### config.mk
export PLATFORM = sky130hd
export DESIGN_NAME = dram_port_arbiter
export DESIGN_NICKNAME = d
export VERILOG_FILES = /design/src/rtl/dram_port_arbiter.sv
export SDC_FILE = /design/constraint.sdc
export NUM_CORES = 1
export LEC_CHECK = 0
export ABC_CLOCK_PERIOD_IN_PS = 3610
export CAP_MARGIN = 20
export CORE_MARGIN = 4
export CORE_UTILIZATION = 37
export DETAILED_ROUTE_END_ITERATION = 6
export PLACE_DENSITY = 0.86
export SETUP_SLACK_MARGIN = 0.15
export SLEW_MARGIN = 15
export SYNTH_ARGS = -nofsm -noshare
export SYNTH_HDL_FRONTEND = slang
export SYNTH_SLANG_ARGS = --single-unit
### constraint.sdc
create_clock -name clk -period 3.61 [get_ports clk]
set_input_delay 0.9025 -clock clk [delete_from_list [all_inputs] [get_ports clk]]
set_output_delay 0.9025 -clock clk [all_outputs]
set_load 0.01 [all_outputs]
### src/rtl/dram_port_arbiter.sv
// Two-requester round-robin arbiter/sequencer for a single-port DRAM with 1-cycle read latency.
// One command in flight: grant, drive the port for one cycle, capture dout, hand the result back.
//
// state   | meaning
// IDLE    | waiting for a request; grants one combinationally
// ISSUE   | memory port driven with the latched command for exactly one cycle
// CAPTURE | mem_dout valid; latched into resp_data
// RESP    | resp_valid to owner until owner's resp_ready
module dram_port_arbiter #(
  parameter int DATA = 32,
  parameter int ADDR = 28
) (
  input  logic            clk,
  input  logic            reset,
  input  logic            req_valid_0,
  output logic            req_ready_0,
  input  logic            req_wr_0,
  input  logic [ADDR-1:0] req_addr_0,
  input  logic [DATA-1:0] req_din_0,
  output logic            resp_valid_0,
  input  logic            resp_ready_0,
  input  logic            req_valid_1,
  output logic            req_ready_1,
  input  logic            req_wr_1,
  input  logic [ADDR-1:0] req_addr_1,
  input  logic [DATA-1:0] req_din_1,
  output logic            resp_valid_1,
  input  logic            resp_ready_1,
  output logic [DATA-1:0] resp_data,
  output logic            mem_wr,
  output logic [ADDR-1:0] mem_addr,
  output logic [DATA-1:0] mem_din,
  input  logic [DATA-1:0] mem_dout,
  output logic            busy
);

  typedef enum logic [1:0] {IDLE, ISSUE, CAPTURE, RESP} state_t;

  state_t          state, state_nxt;
  logic            rr_ptr;
  logic            owner;
  logic            cmd_wr;
  logic [ADDR-1:0] cmd_addr;
  logic [DATA-1:0] cmd_din;
  logic            grant_any;
  logic            grant_sel;

  always_comb begin
    state_nxt    = state;
    grant_any    = 1'b0;
    grant_sel    = 1'b0;
    req_ready_0  = 1'b0;
    req_ready_1  = 1'b0;
    resp_valid_0 = 1'b0;
    resp_valid_1 = 1'b0;
    case (state)
      IDLE: begin
        if (req_valid_0 || req_valid_1) begin
          grant_any   = 1'b1;
          // Contention resolved by rr_ptr; a lone requester always wins.
          grant_sel   = (req_valid_0 && req_valid_1) ? rr_ptr : req_valid_1;
          req_ready_0 = ~reset & ~grant_sel;
          req_ready_1 = ~reset & grant_sel;
          state_nxt   = ISSUE;
        end
      end
      ISSUE:   state_nxt = CAPTURE;
      CAPTURE: state_nxt = RESP;
      RESP: begin
        resp_valid_0 = ~reset & ~owner;
        resp_valid_1 = ~reset & owner;
        if (owner ? resp_ready_1 : resp_ready_0) state_nxt = IDLE;
      end
      default: state_nxt = IDLE;
    endcase
  end

  // Reset gates the write strobe immediately so an aborted ISSUE never reaches the DRAM.
  assign mem_wr   = (state == ISSUE) & cmd_wr & ~reset;
  assign mem_addr = cmd_addr;
  assign mem_din  = cmd_din;
  assign busy     = (state != IDLE) & ~reset;

  always_ff @(posedge clk) begin
    if (reset) begin
      state     <= IDLE;
      rr_ptr    <= 1'b0;
      owner     <= 1'b0;
      cmd_wr    <= 1'b0;
      cmd_addr  <= '0;
      cmd_din   <= '0;
      resp_data <= '0;
    end else begin
      state <= state_nxt;
      if (grant_any) begin
        owner    <= grant_sel;
        rr_ptr   <= ~grant_sel;
        cmd_wr   <= grant_sel ? req_wr_1   : req_wr_0;
        cmd_addr <= grant_sel ? req_addr_1 : req_addr_0;
        cmd_din  <= grant_sel ? req_din_1  : req_din_0;
      end
      if (state == CAPTURE) resp_data <= mem_dout;
    end
  end

endmodule

=== Word-level counts from Yosys, hierarchy flattened ===
Cells that the tools add are included.

* Eq/ne operators: 5
* Multiplexer cells: 18
* Bitwise logic cells: 11
* Reductions and logical operators: 5

{| class="wikitable"
|+ Operators by type and width
! kind !! count
|-
| $mux W32 || 1
|-
| $mux W28 || 1
|-
| $mux W1 || 13
|-
| $pmux W2 S4 || 1
|-
| $and A1 B1 Y1 || 7
|-
| $eq A2 B2 Y1 const B || 2
|-
| $mux W2 || 2
|-
| $ne A2 B2 Y1 const B || 2
|-
| $not A1 Y1 || 4
|-
| $eq A2 B1 Y1 const B || 1
|-
| $logic_not A2 Y1 || 1
|-
| $reduce_and A2 Y1 || 1
|-
| $reduce_bool A2 Y1 || 1
|-
| $logic_and A1 B1 Y1 || 1
|-
| $logic_or A1 B1 Y1 || 1
|}

* Register bits: 97
* Input bits: 160
* Output and inout port bits: 98

=== Depth between registers and ports, before layout ===
Gate-level depths: netlist (run 1).

* Word-level depth: 6
* Gate-level depth with buffers: 8
* Gate-level depth less buffers: 5

=== Worst setup path before layout (run 1) ===
OpenSTA, ideal clock, no wires.

* Kind: input to output
* From: input reset
* To: output mem_wr
* Data arrival time: 1.782 ns
* Required time: 2.707 ns
* Setup slack: 0.925 ns
* Cell stages on the path: 4
* Buffers on the path: 3
* Path through: clkbuf_1 clkbuf_1 clkbuf_1 and3b_1

* Word-level cells in the longest chain between the ends: 2

{| class="wikitable"
|+ RTL lines
! element !! line !! text
|-
| start, declared || 14 || <nowiki>input logic reset,</nowiki>
|-
| $not A1 Y1 || 79 || <nowiki>assign mem_wr = (state == ISSUE) & cmd_wr & ~reset;</nowiki>
|-
| $and A1 B1 Y1 || 79 ||
|-
| end, declared || 30 || <nowiki>output logic mem_wr,</nowiki>
|}

No other way between the ends.

=== Worst setup path in the final report (run 1) ===
* From: input req_valid_1
* To: output req_ready_1

* Word-level cells in the longest chain between the ends: 5
* Elaborated cells on any way between the ends: 6
* Those cells by class: 3 x mux; 1 x bitwise; 2 x reduce/logical

{| class="wikitable"
|+ RTL lines
! element !! line !! text
|-
| start, declared || 22 || <nowiki>input logic req_valid_1,</nowiki>
|-
| $logic_and A1 B1 Y1 || 61 || <nowiki>grant_sel = (req_valid_0 && req_valid_1) ? rr_ptr : req_valid_1;</nowiki>
|-
| $mux W1 || 61 ||
|-
| $and A1 B1 Y1 || 63 || <nowiki>req_ready_1 = ~reset & grant_sel;</nowiki>
|-
| $mux W1 (*) || 58 || <nowiki>if (req_valid_0 || req_valid_1) begin</nowiki>
|-
| $mux W1 (*) || 56 || <nowiki>case (state)</nowiki>
|-
| end, declared || 23 || <nowiki>output logic req_ready_1,</nowiki>
|}

Mark *: on every way between the ends. The rest lies on a longest branch, timed or not.

==> results of run 1 <==
## synthesized netlist by cell type, drive strengths merged
master	instances	area (µm²)
ha	5	62.6
buf	19	131
dfxtp	97	1940
o21ai	7	38.8
nand3	20	100
o2bb2ai	8	70.1
a21boi	1	18.8
a21oi	22	110
clkbuf	23	86.3
nand3b	7	52.6
a221o	26	260
nand2b	5	31.3
nor2	35	131
o21a	1	7.51
a21o	2	15.0
inv	2	7.51
mux2i	35	350
o21bai	1	7.51
a22oi	1	7.51
and2	1	6.26
and3b	4	35.0
a32oi	34	298
o31ai	1	7.51
nor3b	27	203
## final cells by class
type,count,area [µm²],area share (%)
Clock buffer,11,151,2.23
Timing Repair Buffer,269,2660,39.3
Multi-Input combinational cell,243,1820,26.8
Tap cell,136,170,2.51
Sequential cell,97,1940,28.7
Inverter,2,7.51,0.111
Clock inverter,5,30.0,0.443
## tightest hold or removal path, stage by stage, from the launching register on
cell and delay [ns]:
sky130_fd_sc_hd__dfxtp_1 0.32, sky130_fd_sc_hd__nand3b_1 0.07, sky130_fd_sc_hd__o31ai_1 0.06
## cell usage in the layout, fill, tap and decap left out
master	count
sky130_fd_sc_hd__clkinv_2	3
sky130_fd_sc_hd__clkdlybuf4s50_1	256
sky130_fd_sc_hd__a221o_1	26
sky130_fd_sc_hd__and2_1	1
sky130_fd_sc_hd__o2bb2ai_1	8
sky130_fd_sc_hd__ha_1	4
sky130_fd_sc_hd__nor3b_1	27
sky130_fd_sc_hd__clkbuf_8	11
sky130_fd_sc_hd__o21a_1	1
sky130_fd_sc_hd__o21ai_0	6
sky130_fd_sc_hd__dfxtp_1	97
sky130_fd_sc_hd__buf_4	13
sky130_fd_sc_hd__o21ai_2	1
sky130_fd_sc_hd__and3b_1	4
sky130_fd_sc_hd__o21bai_1	1
sky130_fd_sc_hd__ha_2	1
sky130_fd_sc_hd__nand2b_1	5
sky130_fd_sc_hd__a32oi_1	34
sky130_fd_sc_hd__nand3_1	20
sky130_fd_sc_hd__mux2i_1	35
sky130_fd_sc_hd__nor2_1	35
sky130_fd_sc_hd__a21o_1	2
sky130_fd_sc_hd__o31ai_1	1
sky130_fd_sc_hd__a21boi_4	1
sky130_fd_sc_hd__nand3b_1	7
sky130_fd_sc_hd__a21oi_1	22
sky130_fd_sc_hd__a22oi_1	1
sky130_fd_sc_hd__clkinvlp_4	2
sky130_fd_sc_hd__inv_1	2
## flip-flops by register name (all words and copies together), names as in the netlist
register	cells
cmd_wr	1
mem_addr	28
mem_din	32
owner	1
resp_data	32
rr_ptr	1
state	2
## logic make-up after synthesis
| group | Yosys count | synth area share, % |
|---|---|---|
| mux | 35 | 8.80 |
| simple gates | 99 | 14.1 |
| fa+ha+maj | 5 | 1.57 |
| flops | 97 | 48.8 |
| compound gates | 104 | 21.1 |
| buf+inv | 44 | 5.66 |
## metrics by stage
stage | total power, W | instances
after floorplan | 0.00235 | 384
final | 0.00390 | 763
after CTS | 0.00393 | 763
after global routing | 0.00411 | 763
after global placement | 0.00321 | 747
after detailed placement | 0.00327 | 747
## power groups by stage
stage / logic, W / clock network [W] / registers [W]
6_report: 0.00173 / 0.000657 / 0.00151
5_1_grt: 0.00185 / 0.000718 / 0.00155
4_1_cts: 0.00174 / 0.000673 / 0.00151
3_5_place_dp: 0.00173 / 0 / 0.00154
3_3_place_gp: 0.00169 / 0 / 0.00152
2_1_floorplan: 0.000711 / 0 / 0.00164
## final timing paths
kind / end / slack (ns)
worst max-delay path: req_ready_1 / 0.23
worst min-delay path: cmd_wr$_SDFFE_PP0P_ / 0.49
worst max register to register: mem_din[15]$_SDFFE_PP0P_ / 1.51
worst min register to register: cmd_wr$_SDFFE_PP0P_ / 0.49
## layer usage
layer  track usage (%)  part of all wire [%]
met5                 0                     0
met4              8.11                   3.1
met3              7.93                   9.3
met2              37.5                    50
met1              23.0                    38
==> reports/qor.csv, run 1 <==
stage;metric;value;unit
status;outcome;completed;
synthesis;average size of a mapped cell;10.4;µm²
die;Die ar.;12500;µm²
clock_tree;clk_lat worst skew;0.35;ns
die;Site Rows;37;
clock_tree;clock tree from TritonCTS;built;
sta;count of final max-slew check failures;0;
grt;vias in the first global route;4167;
clock_tree;clock slew at reported path FFs;0.09;ns
sta;worst slew pin tran;1.02;ns
detailed_routing;violation count after the first detailed-route iteration;365;
cells_and_area;number of filler instances in the final layout;839;
critical_path;beginning of the critical path;req_valid_1;
clock_tree;number of hold buffers added after CTS;0;
detailed_routing;number of vias in the routed layout;4103;
clock_tree;number of buffers created by CTS;9;
critical_path;element type at the critical path end;output pin;
clock_tree;Post-CTS Setup Repair Bufs;0;
critical_path;required time of the critical path;2.71;ns
clock_tree;maximum buffer depth of the clock tree;2;
grt;total global-route track usage;21.2;%
detailed_routing;residual DRC count;0;
sta;Fmax achieved;0.296;GHz
pwr;leakage power;2.42;nW
pwr;Gate power share;44.3;%
placed_design;HPWL after detailed placement;10.4;mm
clock_tree;maximum level of the CTS H-tree;3;
critical_path;highest fanout seen on the critical path;3;
die;initial cell density of the core;38.2;%
cells_and_area;Net count, final;787;
critical_path;Slowest cell on crit path;sky130_fd_sc_hd__clkdlybuf4s50_1;
pwr;clock network fraction of design power;16.9;%
detailed_routing;routed vias/inst;5.38;
die;Die Y;112;µm
sta;Final period util;93.6;%
synthesis;register area share after synthesis;48.8;%
pwr;NetSw;0.00131;W
placed_design;dpl cell area;6600;µm²
detailed_routing;number of routed nets with antenna violations;0;
cells_and_area;relative area change from synthesis to final layout;70.3;%
critical_path;type of origin of the critical path;primary input;
synthesis;gate count after technology mapping;384;
grt;antenna violations before repair;0;
critical_path;buffers plus inverters on the worst setup path;2;
placed_design;Setup WS pre-CTS;0.228;ns
synthesis;Post-Synthesis Net Count;549;
cells_and_area;count of inserted antenna diode cells;0;
grt;total gr overflow;0;
pwr;internal power;0.00258;W
critical_path;critical path's largest stage delay;0.59;ns
cells_and_area;final cell area excluding filler cells;6780;µm²
job;Maximum Capacitance Violations;0;
grt;global-route wire length before repair;21.7;mm
clock_tree;cts repair resizes;0;
pwr;power density relative to cell area;575;nW/µm²
sta;worst slew margin relative to its limit;32.1;%
sta;shortest period the worst path allows;3.38;ns
critical_path;worst reg2reg path depth;7;
placed_design;count of port buffers added during placement;257;
synthesis;count of distinct cell types in the synthesized netlist;28;
critical_path;logic depth of the worst setup path including buffers;4;
die;Floorplan Core Area;10400;µm²
sta;hold violation total from the final report;0;
sta;Worst Skew;0.00939;ns
detailed_routing;average detailed-routed wire length per instance;18.3;µm
critical_path;critical path data arrival time;2.48;ns
sta;setup TNS;0;ns
detailed_routing;first drt pass iteration count;4;
sta;final setup fails;0;
critical_path;dominant cell type by count on the critical path;sky130_fd_sc_hd__clkdlybuf4s50_1;
sta;Fin Hold WS;0.488;ns
critical_path;cell breakdown of the critical path;clkdlybuf4s50_1, and2_1, and3b_1, clkdlybuf4s50_1;
sta;setup repair after global routing missed its margin;no;
detailed_routing;Total Wirelength;13.9;mm
grt;pin count of the biggest net entering global routing;46;
synthesis;Mapped Area;3980;µm²
cells_and_area;end-of-flow core utilization;65.1;%
cells_and_area;share of post-route cells with drive strength above 1;5.10;%
hold_path;Worst Hold Path Cells;2;
die;Horiz. Die Dim;112;µm
pwr;part of the total power dissipated in sequential elements;38.8;%
critical_path;Setup CP Type;in2out;
synthesis;number of synthesis warnings;0;
hold_path;class of the tightest hold or removal check;reg2reg;
die;IO Pins;258;
critical_path;Reg-to-Reg Start;state[0]$_SDFFE_PP0P_;
sta;worst setup margin;0.232;ns
placed_design;RePlAce Congestion;0.907;
pwr;maximum VDD drop;0.000253;V
clock_tree;clock sink count;97;
clock_tree;clock tree root buffer cell;sky130_fd_sc_hd__clkbuf_8;
hold_path;hold path start;cmd_wr$_SDFFE_PP0P_;
critical_path;kind of cell adding the most delay to the critical path;buffers and inverters;
synthesis;number of flip-flops and latches in the synthesized netlist;97;
pwr;fraction of power spent switching nets;33.7;%
Power figures use the tool's default switching activity.
==> run 2, diff against run 1 <==
--- a/config.mk
+++ b/config.mk
@@ -8,9 +8,9 @@
 export ABC_CLOCK_PERIOD_IN_PS = 3610
 export CAP_MARGIN = 20
 export CORE_MARGIN = 4
-export CORE_UTILIZATION = 37
+export CORE_UTILIZATION = 39
 export DETAILED_ROUTE_END_ITERATION = 6
-export PLACE_DENSITY = 0.86
+export PLACE_DENSITY = 0.9
 export SETUP_SLACK_MARGIN = 0.15
 export SLEW_MARGIN = 15
 export SYNTH_ARGS = -nofsm -noshare
==> reports/qor.csv, run 2 (synthesis gave the netlist of run 1 again) <==
stage;metric;value;unit;change
placed_design;HPWL after detailed placement;10.4;mm;-0.33%
die;Floorplan Core Area;9860;µm²;-5.3%
critical_path;critical path data arrival time;2.44;ns;-0.04 ns
critical_path;element type at the critical path end;output pin;;
detailed_routing;routed vias/inst;5.32;;-1.0%
cells_and_area;share of post-route cells with drive strength above 1;5.41;%;+0.31 points
critical_path;Setup CP Type;in2out;;
critical_path;worst reg2reg path depth;7;;unchanged
clock_tree;maximum buffer depth of the clock tree;2;;unchanged
sta;worst slew pin tran;1.02;ns;+0.00309 ns
die;IO Pins;258;;unchanged
detailed_routing;length of routed wiring on met1;5.04;mm;-4.5%
sta;final setup fails;0;;unchanged
sta;count of final max-slew check failures;0;;unchanged
die;Die Y;109;µm;-2.4%
clock_tree;clk_lat worst skew;0.35;ns;about the same
clock_tree;clock tree from TritonCTS;built;;
sta;Worst Skew;0.0135;ns;+0.00414 ns
placed_design;RePlAce Congestion;0.794;;-12%
detailed_routing;average detailed-routed wire length per instance;18.0;µm;-1.2%
sta;Fmax achieved;0.299;GHz;+0.96%
cells_and_area;Net count, final;788;;+0.13%
sta;setup TNS;0;ns;unchanged
critical_path;kind of cell adding the most delay to the critical path;buffers and inverters;;
die;Horiz. Die Dim;109;µm;-2.4%
critical_path;Worst R2R Setup Slack;1.71;ns;+0.20 ns
critical_path;Reg-to-Reg Start;state[0]$_SDFFE_PP0P_;;
grt;global-route wire length before repair;20.4;mm;-6.1%
sta;shortest period the worst path allows;3.35;ns;-0.0321 ns
detailed_routing;metal2 WL;7.02;mm;+1.5%
detailed_routing;number of vias in the routed layout;4050;;-1.3%
grt;vias in the first global route;4068;;-2.4%
grt;antenna violations before repair;0;;unchanged
sta;hold violation total from the final report;0;;unchanged
clock_tree;number of buffers created by CTS;9;;unchanged
detailed_routing;violation count after the first detailed-route iteration;321;;-12%
critical_path;cell breakdown of the critical path;clkdlybuf4s50_1, and2_1, and3b_2, clkdlybuf4s50_1;;
cells_and_area;commonest non-fill, non-tap cell in the layout;sky130_fd_sc_hd__clkdlybuf4s50_1;;
clock_tree;clock slew at reported path FFs;0.09;ns;about the same
grt;pin count of the biggest net entering global routing;38;;-17%
critical_path;dominant cell type by count on the critical path;sky130_fd_sc_hd__clkdlybuf4s50_1;;
critical_path;highest fanout seen on the critical path;10;;+7
job;Maximum Capacitance Violations;0;;unchanged
detailed_routing;first drt pass iteration count;4;;unchanged
grt;total global-route track usage;21.7;%;+0.49 points
hold_path;class of the tightest hold or removal check;reg2reg;;
sta;Final period util;92.7;%;-0.89 points
sta;worst slew margin relative to its limit;31.9;%;-0.21 points
clock_tree;maximum level of the CTS H-tree;3;;unchanged
cells_and_area;commonest non-fill, non-tap cells in the layout;256 x sky130_fd_sc_hd__clkdlybuf4s50_1, 97 x sky130_fd_sc_hd__dfxtp_1, 35 x sky130_fd_sc_hd__nor2_1, 35 x sky130_fd_sc_hd__mux2i_1, 34 x sky130_fd_sc_hd__a32oi_1;;
status;outcome;completed;;
detailed_routing;Detail Route met3 WL;1.39;mm;+7.1%
pwr;power density relative to cell area;580;nW/µm²;+0.83%
sta;setup repair after global routing missed its margin;no;;
cells_and_area;count of inserted antenna diode cells;0;;unchanged
critical_path;beginning of the critical path;req_valid_1;;
grt;total gr overflow;0;;unchanged
detailed_routing;number of routed nets with antenna violations;0;;unchanged
cells_and_area;number of filler instances in the final layout;735;;-12%
critical_path;buffers plus inverters on the worst setup path;2;;unchanged
critical_path;endpoint of the worst register-to-register path;mem_addr[4]$_SDFFE_PP0P_;;
critical_path;logic depth of the worst setup path including buffers;4;;unchanged
pwr;leakage power;2.43;nW;+0.57%
detailed_routing;Top Layer Used;met4;;
detailed_routing;Total Wirelength;13.7;mm;-1.5%
sta;worst setup margin;0.264;ns;+0.0321 ns
die;Site Rows;36;;-2.7%
placed_design;count of port buffers added during placement;257;;unchanged
critical_path;Slowest cell on crit path;sky130_fd_sc_hd__clkdlybuf4s50_1;;
die;Die ar.;11900;µm²;-4.8%
die;initial cell density of the core;40.3;%;+2.1 points
clock_tree;clock sink count;97;;unchanged
critical_path;crit path capture;req_ready_1;;
cells_and_area;relative area change from synthesis to final layout;70.9;%;
critical_path;type of origin of the critical path;primary input;;
clock_tree;clock tree root buffer cell;sky130_fd_sc_hd__clkbuf_8;;
critical_path;critical path's largest stage delay;0.59;ns;about the same
clock_tree;Post-CTS Setup Repair Bufs;0;;unchanged
critical_path;required time of the critical path;2.71;ns;about the same
pwr;maximum VDD drop;0.000299;V;+18%
placed_design;Setup WS pre-CTS;0.132;ns;-0.0960 ns
detailed_routing;residual DRC count;0;;unchanged
==> run 2: layout make-up <==
class                   count  area (µm²)  share of cell area (%)
repair buffers            270        2670                    39.2
multi-input cells         243        1820                    26.7
flip-flops and latches     97        1940                    28.6
clock buffers               9         124                    1.82
clock inverters             7        77.6                    1.14
inverters                   2        7.51                   0.110
well taps                 133         166                    2.45
==> run 2: per-layer routing <==
metal  GRT usage, %  vias to the layer above
met3           7.16                       22
met1           22.8                     1901
met5              0                        -
li1               -                     1924
met4           8.03                        0
met2           40.0                      203
==> run 2: what timing repair did <==
action / in CTS / in global routing
setup endpoints to repair: 1 / 0
hold buffers: 0 / 0
resized for setup: 1 / 0
==> run 2: worst min path at each step <==
stage | end | from | cells after the start
floorplan | cmd_wr$_SDFFE_PP0P_ | cmd_wr$_SDFFE_PP0P_ | 2
global placement | resp_data[27]$_SDFFE_PP0N_ | resp_data[27]$_SDFFE_PP0N_ | 2
detailed placement | resp_data[12]$_SDFFE_PP0N_ | resp_data[12]$_SDFFE_PP0N_ | 2
CTS | cmd_wr$_SDFFE_PP0P_ | cmd_wr$_SDFFE_PP0P_ | 2
global route | cmd_wr$_SDFFE_PP0P_ | cmd_wr$_SDFFE_PP0P_ | 2
finish | cmd_wr$_SDFFE_PP0P_ | cmd_wr$_SDFFE_PP0P_ | 2
==> run 2: worst register-to-register path, stage by stage, from the launching register on <==
cell and delay [ns]:
sky130_fd_sc_hd__dfxtp_1 0.35, sky130_fd_sc_hd__inv_1 0.11, sky130_fd_sc_hd__ha_1 0.17, sky130_fd_sc_hd__buf_4 0.32, sky130_fd_sc_hd__o21a_1 0.18, sky130_fd_sc_hd__buf_4 0.29, sky130_fd_sc_hd__nor3b_1 0.11, sky130_fd_sc_hd__a221o_1 0.28
==> run 2: power by group <==
group | leakage (nW) | internal (W) | total (W) | switching, W
clock network | 0.101 | 0.000328 | 0.000717 | 0.000389
registers | 0.795 | 0.00135 | 0.00151 | 0.000156
logic | 1.54 | 0.000937 | 0.00172 | 0.000781
==> run 2: through the flow <==
| stage | cell area (µm²) | power (W) | hold slack, ns | instances | utilization [%] |
|---|---|---|---|---|---|
| finish | 6800 | 0.00394 | 0.499 | 761 | 68.9 |
| global route | 6800 | 0.00418 | 0.544 | 761 | 68.9 |
| CTS | 6800 | 0.00398 | 0.504 | 761 | 68.9 |
| detailed placement | 6600 | 0.00325 | 0.481 | 745 | 66.9 |
| global placement | 6600 | 0.00319 | 0.473 | 745 | 66.9 |
| floorplan | 3980 | 0.00235 | 0.453 | 384 | - |
